[src/rtl/idwt_2d_stream_if.sv]
// rtl/idwt_2d_stream_if.sv - coefficient-in / pixel-out stream bundle for idwt_2d_stream
interface idwt_2d_stream_if #(
    parameter int N  = 8,
    parameter int CW = 16,
    parameter int PW = 8
);
    logic              in_valid;
    logic              in_ready;
    logic [N*CW-1:0]   in_data;
    logic              bypass;
    logic              out_valid;
    logic              out_ready;
    logic [N*PW-1:0]   out_data;
    logic              out_last;
    logic              tile_done;

    modport master (
        output in_valid, in_data, bypass, out_ready,
        input  in_ready, out_valid, out_data, out_last, tile_done
    );

    modport slave (
        input  in_valid, in_data, bypass, out_ready,
        output in_ready, out_valid, out_data, out_last, tile_done
    );
endinterface

[src/rtl/idwt_2d_stream.sv]
// rtl/idwt_2d_stream.sv - streaming single-level 2D inverse Haar DWT over one NxN tile
module idwt_2d_stream #(
    parameter int N  = 8,
    parameter int CW = 16,
    parameter int PW = 8
) (
    input  logic               clk,
    input  logic               rst_n,
    idwt_2d_stream_if.slave    s
);
    localparam int H  = N / 2;
    localparam int AW = $clog2(N);
    localparam logic signed [CW+1:0] PMAX = (CW+2)'((1 << PW) - 1);

    typedef enum logic [1:0] {LOAD, COL, OUT} state_t;

    state_t          state_q, state_d;
    logic [AW-1:0]   rcnt_q, rcnt_d;
    logic [AW-1:0]   ocnt_q, ocnt_d;
    logic            bypass_q, bypass_d;
    logic            in_ready_q, in_ready_d;
    logic            out_valid_q, out_valid_d;
    logic            out_last_q, out_last_d;
    logic            tile_done_q, tile_done_d;

    logic [N*CW-1:0]    buf_q [N];
    logic signed [CW:0] rec_q [N][N];

    logic               in_acc;
    logic               out_acc;
    logic [AW-1:0]      even_row;
    logic [AW-1:0]      odd_row;
    logic [AW-1:0]      src_a;
    logic [AW-1:0]      src_b;
    logic signed [CW:0] col_a [N];
    logic signed [CW:0] col_b [N];
    logic signed [CW+1:0] yb [N];
    logic signed [CW+1:0] ys [N];
    logic [N*PW-1:0]    pix;

    function automatic logic [PW-1:0] sat(input logic signed [CW+1:0] v);
        if (v < 0)
            return '0;
        else if (v > PMAX)
            return '1;
        else
            return v[PW-1:0];
    endfunction

    assign in_acc  = s.in_valid && in_ready_q;
    assign out_acc = out_valid_q && s.out_ready;

    always_comb begin
        state_d     = state_q;
        rcnt_d      = rcnt_q;
        ocnt_d      = ocnt_q;
        bypass_d    = bypass_q;
        in_ready_d  = in_ready_q;
        out_valid_d = out_valid_q;
        out_last_d  = out_last_q;
        tile_done_d = 1'b0;
        case (state_q)
            LOAD: begin
                if (in_acc) begin
                    if (rcnt_q == '0)
                        bypass_d = s.bypass;
                    if (rcnt_q == AW'(N - 1)) begin
                        state_d    = COL;
                        rcnt_d     = '0;
                        in_ready_d = 1'b0;
                    end else begin
                        rcnt_d = rcnt_q + 1'b1;
                    end
                end
            end
            COL: begin
                if (rcnt_q == AW'(H - 1)) begin
                    state_d     = OUT;
                    rcnt_d      = '0;
                    out_valid_d = 1'b1;
                    out_last_d  = 1'b0;
                end else begin
                    rcnt_d = rcnt_q + 1'b1;
                end
            end
            OUT: begin
                if (out_acc) begin
                    if (ocnt_q == AW'(N - 1)) begin
                        state_d     = LOAD;
                        ocnt_d      = '0;
                        out_valid_d = 1'b0;
                        out_last_d  = 1'b0;
                        in_ready_d  = 1'b1;
                        tile_done_d = 1'b1;
                    end else begin
                        ocnt_d     = ocnt_q + 1'b1;
                        out_last_d = (ocnt_q == AW'(N - 2));
                    end
                end
            end
            default: begin
                state_d     = LOAD;
                rcnt_d      = '0;
                ocnt_d      = '0;
                in_ready_d  = 1'b1;
                out_valid_d = 1'b0;
                out_last_d  = 1'b0;
            end
        endcase
    end

    always_ff @(posedge clk or negedge rst_n) begin
        if (!rst_n) begin
            state_q     <= LOAD;
            rcnt_q      <= '0;
            ocnt_q      <= '0;
            bypass_q    <= 1'b0;
            in_ready_q  <= 1'b1;
            out_valid_q <= 1'b0;
            out_last_q  <= 1'b0;
            tile_done_q <= 1'b0;
        end else begin
            state_q     <= state_d;
            rcnt_q      <= rcnt_d;
            ocnt_q      <= ocnt_d;
            bypass_q    <= bypass_d;
            in_ready_q  <= in_ready_d;
            out_valid_q <= out_valid_d;
            out_last_q  <= out_last_d;
            tile_done_q <= tile_done_d;
        end
    end

    // Column step k pairs low row k with high row k+N/2; bypass just copies rows 2k and 2k+1.
    assign even_row = AW'({rcnt_q, 1'b0});
    assign odd_row  = even_row | AW'(1);
    assign src_a    = bypass_q ? even_row : rcnt_q;
    assign src_b    = bypass_q ? odd_row  : rcnt_q + AW'(H);

    always_comb begin
        for (int c = 0; c < N; c++) begin
            logic [CW-1:0]      l;
            logic [CW-1:0]      h;
            logic signed [CW:0] a;
            logic signed [CW:0] b;
            l = buf_q[src_a][c*CW +: CW];
            h = buf_q[src_b][c*CW +: CW];
            a = {l[CW-1], l};
            b = {h[CW-1], h};
            col_a[c] = bypass_q ? a : a + b;
            col_b[c] = bypass_q ? b : a - b;
        end
    end

    always_ff @(posedge clk) begin
        if (state_q == LOAD && in_acc)
            buf_q[rcnt_q] <= s.in_data;
        if (state_q == COL) begin
            for (int c = 0; c < N; c++) begin
                rec_q[even_row][c] <= col_a[c];
                rec_q[odd_row][c]  <= col_b[c];
            end
        end
    end

    // Row pass runs on readout so the output row is ready the moment ocnt moves.
    always_comb begin
        for (int i = 0; i < N; i++)
            yb[i] = {rec_q[ocnt_q][i][CW], rec_q[ocnt_q][i]};
        for (int j = 0; j < H; j++) begin
            ys[2*j]     = yb[j] + yb[j+H];
            ys[2*j + 1] = yb[j] - yb[j+H];
        end
        pix = '0;
        for (int i = 0; i < N; i++)
            pix[i*PW +: PW] = sat(bypass_q ? yb[i] : ys[i]);
    end

    assign s.in_ready  = in_ready_q;
    assign s.out_valid = out_valid_q;
    assign s.out_last  = out_last_q;
    assign s.tile_done = tile_done_q;
    assign s.out_data  = out_valid_q ? pix : '0;
endmodule
[src/flat_wrapper.sv]
// flat-port wrapper written by rule: the top's interface ports become plain ports
module idwt_2d_stream_flat 
#(
    parameter int N  = 8,
    parameter int CW = 16,
    parameter int PW = 8
)
  (clk, rst_n, s_in_valid, s_in_data, s_bypass, s_out_ready, s_in_ready, s_out_valid, s_out_data, s_out_last, s_tile_done);
  idwt_2d_stream_if #(.N(N), .CW(CW), .PW(PW)) s_i ();
  input  logic clk;
  input  logic rst_n;
  input wire logic [$bits(s_i.in_valid)-1:0] s_in_valid;
  input wire logic [$bits(s_i.in_data)-1:0] s_in_data;
  input wire logic [$bits(s_i.bypass)-1:0] s_bypass;
  input wire logic [$bits(s_i.out_ready)-1:0] s_out_ready;
  output wire logic [$bits(s_i.in_ready)-1:0] s_in_ready;
  output wire logic [$bits(s_i.out_valid)-1:0] s_out_valid;
  output wire logic [$bits(s_i.out_data)-1:0] s_out_data;
  output wire logic [$bits(s_i.out_last)-1:0] s_out_last;
  output wire logic [$bits(s_i.tile_done)-1:0] s_tile_done;
  assign s_i.in_valid = s_in_valid;
  assign s_i.in_data = s_in_data;
  assign s_i.bypass = s_bypass;
  assign s_i.out_ready = s_out_ready;
  assign s_in_ready = s_i.in_ready;
  assign s_out_valid = s_i.out_valid;
  assign s_out_data = s_i.out_data;
  assign s_out_last = s_i.out_last;
  assign s_tile_done = s_i.tile_done;
  idwt_2d_stream #(.N(N), .CW(CW), .PW(PW)) u_core (.clk(clk), .rst_n(rst_n), .s(s_i));
endmodule
[config.mk]
export PLATFORM = sky130hd
export DESIGN_NAME = idwt_2d_stream_flat
export DESIGN_NICKNAME = d
export VERILOG_FILES = /design/src/rtl/idwt_2d_stream_if.sv /design/src/rtl/idwt_2d_stream.sv /design/src/flat_wrapper.sv
export SDC_FILE = /design/constraint.sdc
export NUM_CORES = 2
export LEC_CHECK = 0
export ABC_AREA = 1
export ABC_CLOCK_PERIOD_IN_PS = 16100
export CORE_MARGIN = 2
export CORE_UTILIZATION = 50
export DETAILED_ROUTE_END_ITERATION = 8
export PLACE_DENSITY = 0.66
export SLEW_MARGIN = 20
export SYNTH_ARGS = -nofsm -noshare
export SYNTH_HDL_FRONTEND = slang
export SYNTH_SLANG_ARGS = --single-unit
[constraint.sdc]
create_clock -name clk -period 16.1 [get_ports clk]
set_input_delay 3.22 -clock clk [delete_from_list [all_inputs] [get_ports clk]]
set_output_delay 3.22 -clock clk [all_outputs]
set_load 0.02 [all_outputs]
* After elaboration in Yosys (flattened, before gate mapping) *
Memory sizes are Yosys's and may differ from the RTL's.
Index checks and enable logic that the tools add are counted.

storage, ports and cells
  input bits = 133
  bits in writable memories = 2112
  memories kept = 2
  flip-flop bits (word level) = 13

cells by class
  eq/ne operators = 11
  bitwise operators = 4
  add/subtract/negate cells = 27
  reduce and logical (&&, ||, !) cells = 13
  multiplexer cells = 76
  order comparisons = 16

memory list
  name          words  width  read ports  clocked after Yosys merged registers in  wr ports  line                  source
  u_core.rec_q  8      136    1           0                                        2         idwt_2d_stream.sv:27  logic signed [CW:0] rec_q [N][N];
  u_core.buf_q  8      128    2           0                                        1         idwt_2d_stream.sv:26  logic [N*CW-1:0] buf_q [N];

operators with widths
  kind                                                                               number
  17-bit 2-to-1 mux                                                                  16
  18-bit by 9-bit greater-than comparator with 1-bit output (second input constant)  8
  18-bit by 1-bit less-than comparator with 1-bit output (second input constant)     8
  18-bit 2-to-1 mux                                                                  8
  16-bit by 16-bit adder with 17-bit output                                          8
  16-bit by 16-bit subtractor with 17-bit output                                     8
  8-bit 2-to-1 mux                                                                   16
  17-bit by 17-bit adder with 18-bit output                                          4
  17-bit by 17-bit subtractor with 18-bit output                                     4
  64-bit 2-to-1 mux                                                                  1
  3-bit 2-to-1 mux                                                                   7
  1-bit 2-to-1 mux                                                                   17
  2-bit 2-to-1 mux                                                                   5
  2-bit by 1-bit inequality test with 1-bit output (second input constant)           5
  5-bit AND reduction                                                                2
  3-bit == test (second input constant)                                              3
  1-bit case mux with 3 select lines                                                 3
  3-bit case mux with 3 select lines                                                 1
  3-bit by 1-bit adder with 3-bit output (second input constant)                     2
  2-bit case mux with 3 select lines                                                 1
  3-bit case mux with 2 select lines                                                 1
  3-bit AND reduction                                                                2
  1-bit inverter                                                                     4
  2-bit AND reduction                                                                2
  9 further kinds                                                                    11

* Logic depth before layout (Yosys ltp) *
An unclocked memory read counts as a cell.

  depth after elaboration = 7
  mapped depth = 28
  depth with buffers taken out = 24

* Worst setup path before layout *
Ideal clock, no wire load.

  path type = reg-to-reg
  from = reg u_core.rcnt_q[0]
  to = mem u_core.rec_q[0][0] (netlist bit), enable pin
  buffers on the path = 1
  period minus slack after synthesis = 13164 ps
  setup slack = 2936 ps
  arrival = 12254 ps
  stages on the path, launching flop included = 6
  required time = 15190 ps
  path through = dfrtp_1 > inv_2 > clkbuf_1 > ha_1 > inv_1 > nor2_1

RTL lines
  what                    line                   source
  from (decl)             idwt_2d_stream.sv:18   logic [AW-1:0] rcnt_q, rcnt_d;
  from (signal assigned)  idwt_2d_stream.sv:124  rcnt_q <= rcnt_d;
  to (decl)               idwt_2d_stream.sv:27

* Worst setup path after layout *
  from = reg u_core.ocnt_q[0]
  to = out s_out_data[23]

between the ends
  cells in the longest elaborated chain, start to end = 7
  elaborated cells on any way between the ends = 8
  classes of those cells = add/sub: 1; order compare: 2; mux: 4; memory: 1

ends and longest elaborated chain
  what                                                       line                   source
  from (decl)                                                idwt_2d_stream.sv:19   logic [AW-1:0] ocnt_q, ocnt_d;
  from (signal assigned)                                     idwt_2d_stream.sv:125  ocnt_q <= ocnt_d;
  memory 8 x 136 bit (*)                                     -
  17-bit by 17-bit adder with 18-bit output                  idwt_2d_stream.sv:171  ys[2*j] = yb[j] + yb[j+H];
  18-bit 2-to-1 mux (*)                                      idwt_2d_stream.sv:176  pix[i*PW +: PW] = sat(bypass_q ? yb[i] : ys[i]);
  18-bit by 9-bit greater-than comparator with 1-bit output  idwt_2d_stream.sv:44   else if (v > PMAX)
  8-bit 2-to-1 mux                                           idwt_2d_stream.sv:44
  8-bit 2-to-1 mux (*)                                       idwt_2d_stream.sv:42   if (v < 0)
  64-bit 2-to-1 mux (*)                                      idwt_2d_stream.sv:183  assign s.out_data = out_valid_q ? pix : '0;
  to (decl)                                                  flat_wrapper.sv:18     output wire logic [$bits(s_i.out_data)-1:0] s_out_data;

Mark *: on every way between the ends. The rest lies on a longest branch, timed or not.

==> impl_results.md <==
- Die height: 485 um
- Worst-path clk slew: 0.06 ns
- Starting Density: 50.3%
- Num CTS Buffers: 214
- Ports: 201
- Cell family with most CP delay: buffers and inverters
- GP Congestion: 0.990
- Global Route Usage Sum: 32.0%
- FMAX: 0.0912 GHz
- Metal2 WL: 169000 um
- Worst Hold Class: reg -> reg
- Area Overhead vs Synth: 9.67%
- Remaining global-route overflow: 0
- CTS Hold Bufs: 0
- Post-synth EDFFs: 2112
- WP data required: 12.88 ns
- Critical path type: reg -> out
- Netlist cell types: 53
- R2R depth: 17
- Final Setup Violations: 0
- Setup TNS: 0 ns
- Largest net degree at the start of global routing: 224
- Worst-Margin Slew: 1.24 ns
- Avg Vias per Cell: 6.06
- Final ANT Viol Nets: 0
- Final Cell Area: 0.127 mm^2
- DRT iter0 DRCs: 12800
- CP Launch Type: flop
- DR WL met3: 41700 um
- Syn Area/Cell: 9.27 um^2
- I/O Buffers: 200
- Slew margin rel.: 16.5%
- Dominant synthesized flop cell: edfxtp_1
- CP peak stage delay: 0.79 ns
- Core footprint: 0.230 mm^2
- Critical Path Fanout Max: 223
- Dpl cell area: 0.120 mm^2
- Slowest CP cell: dfrtp_4
- Sequential share of the synthesized area: 55.1%
- Hold endpoint: u_core.s.in_ready
- Worst path bufs/invs: 9
- CTS tree: yes
- Vias in the first global route: 86200
- Most frequent cells after synthesis: nand2_1, edfxtp_1, nor2_1
- Reg2reg end: u_core.rec_q[3][96]
- Final WS setup: 5.14 ns
- Reg2reg setup slack: 7.99 ns
- Dpl hpwl: 269000 um
- Clock Skew: 0.0756 ns
- YS warnings: 0
- DRT met1 WL: 163000 um
- Share of cells above drive strength 1: 4.48%
- Hold path cells: 2
- Async set-reset flop share out of synthesis: 0.612%
- Critical R2R Launch: u_core.bypass_q
- Die ar.: 0.235 mm^2
- H-tree depth reported by CTS: 4
- Critical Path Start: u_core.ocnt_q[0]
- Worst endpoint data arrival time: 7.74 ns
- # fillers: 19900
- DR DRC count: 0
- Largest area contributor in the netlist: edfxtp_1
- Yosys top cell area share: 54.8%
- Synth top area cells: edfxtp_1, nand2_1, o21ai_0, ha_1, nor2_1
- Outcome: completed
- Final Max Tran Viols: 0
- Final wirelength: 388000 um
- Most frequent CP cell: nand2_1
- Maximum Capacitance Violations: 0
- Rows: 176
- Top-count cell post-synth: nand2_1
- Final min period: 10.96 ns
- WL/cell: 25.0 um
- Die width: 485 um
- Pre-CTS setup slack: 5.85 ns
- Final net count: 12800
- Clk Latency, worst-skew pair: 0.90 ns
- Hold Path Origin: u_core.s.in_ready
- Syn_nets: 13000
- Post-CTS Setup Repair Bufs: 0
- Gate Count Post-Synth: 12500
- Critical Path End Type: output port
- CTS Buffer Depth: 3
- DRT Pass-1 Iters: 7
- Final hold vios: 0
- Mapped cell area: 0.116 mm^2
- Clock net sink count: 2125
- Highest routed layer: met5
- PostCTS Resize Cnt: 0
- Via count: 94100
- Seq cells post-synth: 2125
- Initial antenna violation count: 64
- Unrepaired setup endpoints after global routing: no
- CTS root buf: clkbuf_16
- Period utilisation layout: 68.1%
- First-pass GRT wire length: 562000 um
## registers in the layout, indices dropped and copies added, names as in the netlist
signal / cells
u_core.rcnt_q: 3
u_core.rec_q: 1088
u_core.buf_q: 1024
u_core.bypass_q: 1
u_core.s.tile_done: 1
u_core.ocnt_q: 3
u_core.s.out_last: 1
u_core.s.out_valid: 1
u_core.state_q: 2
u_core.s.in_ready: 1
## how the worst max path moves through the flow
stage | end | slack, ns | cells after the start
2_1_floorplan | u_core.rec_q[0][0] | 2.94 | 5
6_report | s_out_data[23] | 5.14 | 25
5_1_grt | s_out_data[23] | 4.47 | 25
3_5_place_dp | s_out_data[23] | 5.85 | 25
3_3_place_gp | s_out_data[54] | 5.73 | 21
4_1_cts | s_out_data[23] | 4.86 | 25
## cells in the final DEF, fill, tap and decap left out, types with 45 or more instances in the layout
cell type	synthesis	routed
nand4_1	87	87
clkinv_2	0	45
inv_1	1028	1026
nor3_1	82	76
o22ai_1	255	255
nand3_1	479	479
ha_1	402	402
a21oi_1	790	790
a32o_1	179	179
clkdlybuf4s50_1	0	200
o31ai_1	62	61
edfxtp_1	2112	2112
o21ai_1	287	292
buf_4	21	123
o21ai_0	1265	1254
nand2_1	2581	2580
clkinv_1	2	45
a31oi_1	115	105
clkbuf_16	0	214
xor2_1	180	180
o211ai_1	134	134
nor2_1	1314	1308
## per-layer routing
layer	up-vias	global-route usage (%)
li1	43200	-
met1	45500	46.0
met2	4805	47.4
met3	601	6.57
met4	10	12.8
met5	-	0
## area by class of cell
class	count	area, um^2	share of cell area, %
sequential	2125	63800	50.2
multi-input combinational	8544	44900	35.4
clock buffer	246	5480	4.31
inverter	1053	4010	3.16
tap	3026	3790	2.98
timing repair buffer	339	3240	2.55
clock inverter	149	1600	1.26
antenna	36	90.1	0.0710
## metrics by stage
stage          hold WS [ns]  instances  util, %
4_1_cts               0.540      15500     55.1
5_1_grt               0.598      15500     55.1
3_5_place_dp          0.533      15100     52.0
2_1_floorplan         0.532      12500        -
3_3_place_gp          0.506      15100     52.0
6_report              0.545      15500     55.1
## logic make-up after synthesis
group | Yosys count | share of synthesized area [%]
flip-flops | 2125 | 55.1
buffers and inverters | 1816 | 6.23
XOR/XNOR | 196 | 1.48
AO/OA/AOI/OAI | 3293 | 16.4
AND/OR/NAND/NOR | 4613 | 15.9
adder cells (fa/ha/maj) | 426 | 4.76
multiplexers | 16 | 0.138
## worst register-to-register path: stages, from the launching register on
cell and delay [ns]:
dfrtp_4 0.70, buf_4 0.37, nor2_4 0.25, buf_4 0.55, buf_4 0.64, buf_4 0.63, buf_4 0.88, nand2_1 0.15
a32o_1 0.30, o21ai_1 0.79, ha_1 0.51, nor2_1 0.23, inv_1 0.05, o21ai_0 0.37, a21boi_0 0.27, o21ai_0 0.32
xor2_1 0.11, o21ai_1 0.67
Power is not shown: default switching activity piles up to over one toggle a cycle in this logic, so the estimate is an artifact.
